===== config.mk =====
export PLATFORM = sky130hd
export DESIGN_NAME = cga_intr_cntlr_vecgen_isrd_flat
export DESIGN_NICKNAME = d
export VERILOG_FILES = /design/src/rtl/cga_intr_cntlr_vecgen_isrd_if.sv /design/src/rtl/cga_intr_cntlr_vecgen_isrd.sv /design/src/flat_wrapper.sv
export SDC_FILE = /design/constraint.sdc
export NUM_CORES = 1
export LEC_CHECK = 0
export ABC_AREA = 1
export CORE_MARGIN = 2
export CORE_UTILIZATION = 40
export CTS_BUF_LIST = sky130_fd_sc_hd__clkbuf_2 sky130_fd_sc_hd__clkbuf_4 sky130_fd_sc_hd__clkbuf_8
export CTS_CLUSTER_SIZE = 30
export DETAILED_ROUTE_END_ITERATION = 10
export DONT_BUFFER_PORTS = 1
export HOLD_SLACK_MARGIN = 0.02
export PLACE_DENSITY_LB_ADDON = 0.2
export SYNTH_ARGS = -nofsm -noshare
export SYNTH_HDL_FRONTEND = slang
export SYNTH_SLANG_ARGS = --single-unit

===== constraint.sdc =====
create_clock -name MCLK -period 1.05 [get_ports MCLK]
set_input_delay 0.315 -clock MCLK [delete_from_list [all_inputs] [get_ports MCLK]]
set_output_delay 0.315 -clock MCLK [all_outputs]
set_load 0.005 [all_outputs]

===== src/rtl/cga_intr_cntlr_vecgen_isrd_if.sv =====
// Bus bundle between the ISMUX status outputs / CPU read handshake and the
// FIDB read-back block.
interface cga_intr_cntlr_vecgen_isrd_if #(
  parameter int W = 3
) ();
  logic [W-1:0] LOSIN_2_0;
  logic [W-1:0] HISIN_2_0;
  logic         LOLDN;
  logic         HILDN;
  logic         RDREQN;
  logic         RDSELHI;
  logic [W-1:0] FIDBI_2_0;
  logic         BUSOEN;
  logic         RDACKN;
  logic         LOPENDN;
  logic         HIPENDN;
  logic         INTPN;

  modport master (
    output LOSIN_2_0, HISIN_2_0, LOLDN, HILDN, RDREQN, RDSELHI,
    input  FIDBI_2_0, BUSOEN, RDACKN, LOPENDN, HIPENDN, INTPN
  );

  modport slave (
    input  LOSIN_2_0, HISIN_2_0, LOLDN, HILDN, RDREQN, RDSELHI,
    output FIDBI_2_0, BUSOEN, RDACKN, LOPENDN, HIPENDN, INTPN
  );
endinterface


===== src/rtl/cga_intr_cntlr_vecgen_isrd.sv =====
// Interrupt status read-back: holds LO/HI group status and pending flags and
// returns the selected group on the FIDB bus under a CPU read handshake.
module cga_intr_cntlr_vecgen_isrd #(
  parameter int W           = 3,
  parameter int ACK_HOLD    = 1,
  parameter int CLR_ON_READ = 1
) (
  input  logic                           MCLK,
  input  logic                           MRSTN,
  cga_intr_cntlr_vecgen_isrd_if.slave    bus
);

  typedef enum logic [2:0] {IDLE, CAPT, DRIVE, ACK, WAITREL} state_e;

  localparam logic [1:0] ACK_LAST = 2'(ACK_HOLD - 1);

  state_e       state_q, state_d;
  logic [1:0]   cnt_q, cnt_d;
  logic         sel_q, sel_d;
  logic [W-1:0] snap_q, snap_d;
  logic [W-1:0] lo_stat_q, lo_stat_d;
  logic [W-1:0] hi_stat_q, hi_stat_d;
  logic         lo_pend_q, lo_pend_d;
  logic         hi_pend_q, hi_pend_d;
  logic [W-1:0] fidbi_q, fidbi_d;
  logic         busoen_q, busoen_d;
  logic         rdackn_q, rdackn_d;
  logic         intpn_q, intpn_d;
  logic         ack_entry;
  logic         drive;

  always_comb begin
    state_d   = state_q;
    cnt_d     = cnt_q;
    sel_d     = sel_q;
    snap_d    = snap_q;
    lo_stat_d = lo_stat_q;
    hi_stat_d = hi_stat_q;
    lo_pend_d = lo_pend_q;
    hi_pend_d = hi_pend_q;
    ack_entry = 1'b0;

    case (state_q)
      IDLE: begin
        if (!bus.RDREQN) state_d = CAPT;
      end
      CAPT: begin
        if (bus.RDREQN) begin
          state_d = IDLE;
        end else begin
          // Snapshot uses the pre-edge register, so a same-edge load is not seen
          sel_d   = bus.RDSELHI;
          snap_d  = bus.RDSELHI ? hi_stat_q : lo_stat_q;
          state_d = DRIVE;
        end
      end
      DRIVE: begin
        if (bus.RDREQN) begin
          state_d = IDLE;
        end else begin
          state_d   = ACK;
          cnt_d     = '0;
          ack_entry = 1'b1;
        end
      end
      ACK: begin
        if (cnt_q == ACK_LAST) state_d = WAITREL;
        else                   cnt_d   = cnt_q + 2'd1;
      end
      WAITREL: begin
        if (bus.RDREQN) state_d = IDLE;
      end
      default: state_d = IDLE;
    endcase

    if (ack_entry && (CLR_ON_READ != 0)) begin
      if (sel_q) hi_pend_d = 1'b0;
      else       lo_pend_d = 1'b0;
    end

    // Loads are applied after the clear so a new nonzero event always wins
    if (!bus.LOLDN) begin
      lo_stat_d = bus.LOSIN_2_0;
      if (|bus.LOSIN_2_0) lo_pend_d = 1'b1;
    end
    if (!bus.HILDN) begin
      hi_stat_d = bus.HISIN_2_0;
      if (|bus.HISIN_2_0) hi_pend_d = 1'b1;
    end

    // Bus outputs lag the state by one edge
    drive    = state_q inside {DRIVE, ACK, WAITREL};
    busoen_d = !drive;
    rdackn_d = (state_q != ACK);
    fidbi_d  = drive ? snap_q : '0;
    intpn_d  = !(lo_pend_d || hi_pend_d);
  end

  always_ff @(posedge MCLK) begin
    if (!MRSTN) begin
      state_q   <= IDLE;
      cnt_q     <= '0;
      sel_q     <= 1'b0;
      snap_q    <= '0;
      lo_stat_q <= '0;
      hi_stat_q <= '0;
      lo_pend_q <= 1'b0;
      hi_pend_q <= 1'b0;
      fidbi_q   <= '0;
      busoen_q  <= 1'b1;
      rdackn_q  <= 1'b1;
      intpn_q   <= 1'b1;
    end else begin
      state_q   <= state_d;
      cnt_q     <= cnt_d;
      sel_q     <= sel_d;
      snap_q    <= snap_d;
      lo_stat_q <= lo_stat_d;
      hi_stat_q <= hi_stat_d;
      lo_pend_q <= lo_pend_d;
      hi_pend_q <= hi_pend_d;
      fidbi_q   <= fidbi_d;
      busoen_q  <= busoen_d;
      rdackn_q  <= rdackn_d;
      intpn_q   <= intpn_d;
    end
  end

  assign bus.FIDBI_2_0 = fidbi_q;
  assign bus.BUSOEN    = busoen_q;
  assign bus.RDACKN    = rdackn_q;
  assign bus.LOPENDN   = !lo_pend_q;
  assign bus.HIPENDN   = !hi_pend_q;
  assign bus.INTPN     = intpn_q;

endmodule


===== src/flat_wrapper.sv =====
// flat-port wrapper written by rule: the top's interface ports become plain ports
module cga_intr_cntlr_vecgen_isrd_flat 
#(
  parameter int W           = 3,
  parameter int ACK_HOLD    = 1,
  parameter int CLR_ON_READ = 1
)
  (MCLK, MRSTN, bus_LOSIN_2_0, bus_HISIN_2_0, bus_LOLDN, bus_HILDN, bus_RDREQN, bus_RDSELHI, bus_FIDBI_2_0, bus_BUSOEN, bus_RDACKN, bus_LOPENDN, bus_HIPENDN, bus_INTPN);
  cga_intr_cntlr_vecgen_isrd_if #(.W(W)) bus_i ();
  input  logic MCLK;
  input  logic MRSTN;
  input wire logic [$bits(bus_i.LOSIN_2_0)-1:0] bus_LOSIN_2_0;
  input wire logic [$bits(bus_i.HISIN_2_0)-1:0] bus_HISIN_2_0;
  input wire logic [$bits(bus_i.LOLDN)-1:0] bus_LOLDN;
  input wire logic [$bits(bus_i.HILDN)-1:0] bus_HILDN;
  input wire logic [$bits(bus_i.RDREQN)-1:0] bus_RDREQN;
  input wire logic [$bits(bus_i.RDSELHI)-1:0] bus_RDSELHI;
  output wire logic [$bits(bus_i.FIDBI_2_0)-1:0] bus_FIDBI_2_0;
  output wire logic [$bits(bus_i.BUSOEN)-1:0] bus_BUSOEN;
  output wire logic [$bits(bus_i.RDACKN)-1:0] bus_RDACKN;
  output wire logic [$bits(bus_i.LOPENDN)-1:0] bus_LOPENDN;
  output wire logic [$bits(bus_i.HIPENDN)-1:0] bus_HIPENDN;
  output wire logic [$bits(bus_i.INTPN)-1:0] bus_INTPN;
  assign bus_i.LOSIN_2_0 = bus_LOSIN_2_0;
  assign bus_i.HISIN_2_0 = bus_HISIN_2_0;
  assign bus_i.LOLDN = bus_LOLDN;
  assign bus_i.HILDN = bus_HILDN;
  assign bus_i.RDREQN = bus_RDREQN;
  assign bus_i.RDSELHI = bus_RDSELHI;
  assign bus_FIDBI_2_0 = bus_i.FIDBI_2_0;
  assign bus_BUSOEN = bus_i.BUSOEN;
  assign bus_RDACKN = bus_i.RDACKN;
  assign bus_LOPENDN = bus_i.LOPENDN;
  assign bus_HIPENDN = bus_i.HIPENDN;
  assign bus_INTPN = bus_i.INTPN;
  cga_intr_cntlr_vecgen_isrd #(.W(W), .ACK_HOLD(ACK_HOLD), .CLR_ON_READ(CLR_ON_READ)) u_core (.MCLK(MCLK), .MRSTN(MRSTN), .bus(bus_i));
endmodule

### After elaboration in Yosys (flattened, before gate mapping)

Index checks and enable logic that the tools add are counted.

| word-level totals | value |
|---|---|
| register bits after elaboration | 23 |
| output and inout port bits | 8 |

| operators by class | value |
|---|---|
| $add $sub $neg | 1 |
| bitwise operators | 1 |
| muxes and demuxes | 20 |
| reduce and logical (&&, ||, !) cells | 15 |
| eq/ne operators | 10 |

Operators with widths:

| kind | number |
|---|---|
| 3-bit case mux with 5 select lines | 1 |
| 3-bit 2-to-1 mux | 4 |
| 1-bit 2-to-1 mux | 10 |
| 2-bit 2-to-1 mux | 4 |
| 2-bit inequality test (second input constant) | 4 |
| 3-bit by 2-bit == test with 1-bit output (second input constant) | 2 |
| 3-bit AND reduction | 2 |
| 3-bit OR reduction | 2 |
| 1-bit zero test | 4 |
| 2-bit case mux with 2 select lines | 1 |
| 2-bit AND reduction | 2 |
| 3-bit by 1-bit == test with 1-bit output (second input constant) | 1 |
| 3-bit == test (second input constant) | 1 |
| 3-bit zero test | 1 |
| 3-bit by 2-bit inequality test with 1-bit output (second input constant) | 1 |
| 3-bit nonzero test | 1 |
| 2-bit by 1-bit adder with 2-bit output (second input constant) | 1 |
| 2-bit zero test | 1 |
| 2-bit by 1-bit inequality test with 1-bit output (second input constant) | 1 |
| 2-bit nonzero test | 1 |
| 1-bit logical OR | 1 |
| 1-bit inverter | 1 |

### Logic depth before layout (Yosys ltp)

| logic depth | value |
|---|---|
| depth in word-level cells | 7 |
| gate-level depth with buffers | 8 |

### Worst setup path after synthesis

OpenSTA, ideal clock, no wires.

| timing | value |
|---|---|
| path kind | reg-to-reg |
| start point | register u_core.cnt_q[0] |
| end point | register u_core.state_q[0] |
| path slack | 74 ps |
| arrival time | 865 ps |
| stages on the path, launching flop included | 9 |
| path buffers | 0 |
| data required time | 940 ps |
| period minus slack after synthesis | 976 ps |
| path through | dfxtp_1 -> inv_1 -> ha_1 -> inv_1 -> nand2_4 -> nand3_1 -> nand2_1 -> clkinv_1 -> nor2_1 |

| on the way | value |
|---|---|
| longest elaborated chain between the ends | 3 |

RTL lines:

| item | RTL line | text |
|---|---|---|
| from (decl) | cga_intr_cntlr_vecgen_isrd.sv:18 | `logic [1:0] cnt_q, cnt_d;` |
| from (signal assigned) | cga_intr_cntlr_vecgen_isrd.sv:115 | `cnt_q <= cnt_d;` |
| 2-bit zero test | cga_intr_cntlr_vecgen_isrd.sv:67 | `if (cnt_q == ACK_LAST) state_d = WAITREL;` |
| 2-bit by 1-bit inequality test with 1-bit output (no source line) | - |  |
| 3-bit AND reduction (no source line) | - |  |
| to (signal assigned) | cga_intr_cntlr_vecgen_isrd.sv:114 | `state_q <= state_d;` |
| to (decl) | cga_intr_cntlr_vecgen_isrd.sv:17 | `state_e state_q, state_d;` |

Every way passes these cells.
A chain may end at the register's enable or synchronous reset.

### Worst setup path after layout

| timing | value |
|---|---|
| start point | register u_core.state_q[2] |
| end point | register u_core.state_q[0] |

| on the way | value |
|---|---|
| longest elaborated chain between the ends | 3 |

RTL lines:

| item | RTL line | text |
|---|---|---|
| 3-bit by 2-bit == test with 1-bit output (tied with other cells) | cga_intr_cntlr_vecgen_isrd.sv:43 | `case (state_q)` |
| 2-bit by 1-bit inequality test with 1-bit output (no source line) or 2-bit inequality test (tied branches) | - |  |
| 3-bit AND reduction (no source line) | - |  |

Parallel ways exist; a longest one is shown, timed or not.

==> results.toml <==
[status]
outcome = "finished, violations left"
violations = "setup timing"

[power_and_ir_drop]
intPower_uw = 1150
p_comb_frac = 0.124
p_sw_frac = 0.264
vdd_drop_max_mv = 1.13
power_frac_clock = 0.260
powerDensity_nw_per_um2 = 1420
sequentialPowerShare = 0.616
p_leak_uw = 0.000480
net-switching-power_uw = 412

[routing]
num_vias = 762
wirelength_um = 1740
route.met3.wl_um = 92
ant_nets = 0
routed_via_density = 4.82
highest_layer = "met4"
firstDrtPassIters = 3
drt_iter0_markers = 8
drc = 0
wire_per_inst_um = 11.0
met1Wirelength_um = 795
met2_wirelength_um = 831

[worst_hold_path]
whs_path_depth = 1
hp-class = "in -> reg"
min_to = "u_core.bus.RDACKN"
worstHoldStart = "MRSTN"

[setup_path]
path_depth = 8
reg2reg_slack_ns = -0.00006
end_kind = "flip-flop"
critical-path-top-delay-family = "simple AND/OR/NAND/NOR gates"
rr_startpoint = "u_core.state_q[2]"
cp.arrival_ns = 1.28
reg2regPathDepth = 8
path_class = "reg -> reg"
r2r_end = "u_core.state_q[0]"
critPathBufInv = 2
worstPathCellList = "inv_4 -> nand2_4 -> nor2_4 -> nand2_4 -> nand3_2 -> nand2_2 -> inv_2 -> nor2_1"
crit_path_frequent_cell = "nand2_4"
crit_path_max_fanout = 6
cpMaxStageDelayCell = "dfxtp_4"
start_kind = "flip-flop"
critical-path-max-stage-delay_ns = 0.39
cp.required_ns = 1.28

[timing]
finalClockSkew_ns = 0.0116
finalHoldViolCount = 0
drv_slew = 0
finalCritPeriodShare = 1.00
period_needed_ns = 1.05
setup_slack_ns = -0.0000627
setup_viol = 1
relSlewSlack = 0.881
fmax_mhz = 952
whs_ns = 0.0629
fin_tns_setup_ns = -0.0000627
rsz0062_at_grt = "true"
tightest_slew_ns = 0.176

[clocking]
clock_sinks = 23
clockBufferDepth = 2
tritoncts = "yes"
path_clk_slew_ns = 0.13
cts_hold_buf = 0
clk_latency_ns = 0.31
cts-root-buf = "clkbuf_4"
cts_max_level = 1
cts_inserted_buffers = 3

[die]
io_pins = 20
dieArea_sq_um = 2710
rows = 17
start_util = 0.421
die_h_um = 52.0
core_area_sq_um = 2190
die_w_um = 52.0

[synth]
syn_area_per_cell_sq_um = 7.68
yosysSeqAreaShare = 0.499
yosysWarnings = 0
synth_top_area_share = 0.499
syn_inst = 120
synth.ff_latch_count = 23
syn-cell-area_sq_um = 922
synth.distinct_cells = 20
synth_area_leaders = "dfxtp_1 (50%), inv_1 (7.7%), a21oi_1 (7.1%)"
synth_largest_area_cell = "dfxtp_1"
syn-num-nets = 133

[grt]
gr-total-overflow = 0
grt_pass1_vias = 747
grt_pass1_wl_um = 3020
grt_max_degree = 17
grt_use_total = 0.155
antenna_found_initial = 0

[run]
drv_cap = 0

[placement]
place.gp.congestion = 0.754
port_buffers = 0
post-place-ws_ns = 0.00300
dp.final_hpwl_um = 1200

[cells_and_area]
area_growth_pct = 19.0
layout_common_cells = "inv_1 (16), dfxtp_1 (16), nor2_1 (15)"
drive_gt1_frac = 0.285
antennaDiodeCount = 0
final_nets = 144
[worst max-delay path by stage]
stage | startpoint | to | slack, ns
3_3_place_gp | u_core.cnt_q[0] | u_core.state_q[0] | 0.02
4_1_cts | u_core.cnt_q[0] | u_core.state_q[0] | 0.0001
3_5_place_dp | u_core.state_q[2] | u_core.cnt_q[0] | 0.003
6_report | u_core.state_q[2] | u_core.state_q[0] | -0.00006
5_1_grt | u_core.state_q[2] | u_core.state_q[0] | -0.06
2_1_floorplan | u_core.cnt_q[0] | u_core.state_q[0] | 0.07
[final cells by class]
type / count / area, sq um
inverter: 23 / 91.3
tap: 28 / 35.0
multi-input combinational: 73 / 419
sequential: 23 / 472
clock inverter: 1 / 5.00
clock buffer: 3 / 22.5
timing repair buffer: 7 / 52.6
fill: 240 / 1090
[flip-flops by register name, summed over array words and instances (netlist names)]
register,cells
u_core.bus.INTPN,1
u_core.lo_pend_q,1
u_core.bus.BUSOEN,1
u_core.sel_q,1
u_core.cnt_q,2
u_core.bus.RDACKN,1
u_core.hi_stat_q,3
u_core.bus.FIDBI_2_0,3
u_core.hi_pend_q,1
u_core.state_q,3
u_core.snap_q,3
u_core.lo_stat_q,3
[Yosys cell counts, drive strengths merged]
master / count
mux2i: 1
nand4: 3
clkinv: 2
nor2: 17
a21oi: 14
o21ai: 14
inv: 21
nand3: 7
ha: 1
buf: 1
dfxtp: 23
nand2: 16
[per-layer routing]
| layer | global-route usage | vias to the layer above |
|---|---|---|
| li1 | - | 404 |
| met1 | 0.176 | 338 |
| met2 | 0.262 | 18 |
| met3 | 0.0632 | 2 |
| met4 | 0.0526 | 0 |
| met5 | 0 | - |
[what timing repair did]
item                       CTS  global route
pin swaps                    2             9
setup endpoints to repair    7            13
resized for setup            7            18
buffers inserted             0             5
[per-stage QoR]
stage               cell area, sq um  std cells  total power (uW)   util
floorplan                        922        120              1110      -
global placement                 967        149              1130  0.441
detailed placement               967        149              1140  0.441
CTS                             1010        153              1550  0.460
global route                    1100        158              1660  0.501
finish                          1100        158              1560  0.501
[power groups by stage]
stage	logic, uW	registers [uW]	clock network (uW)
3_3_place_gp	162	970	0
3_5_place_dp	166	973	0
6_report	194	962	406
4_1_cts	168	958	428
2_1_floorplan	138	967	0
5_1_grt	225	969	464
[kinds of logic (layout without fill, tap and decap cells)]
family / count (synthesis) / after routing / share of synthesized area
flops: 23 / 23 / 0.499
buf+inv: 24 / 34 / 0.0991
simple gates: 43 / 43 / 0.221
mux: 1 / 1 / 0.0109
compound gates: 28 / 28 / 0.156
fa+ha+maj: 1 / 1 / 0.0136
No activity file was read; power rests on OpenSTA's default activity.
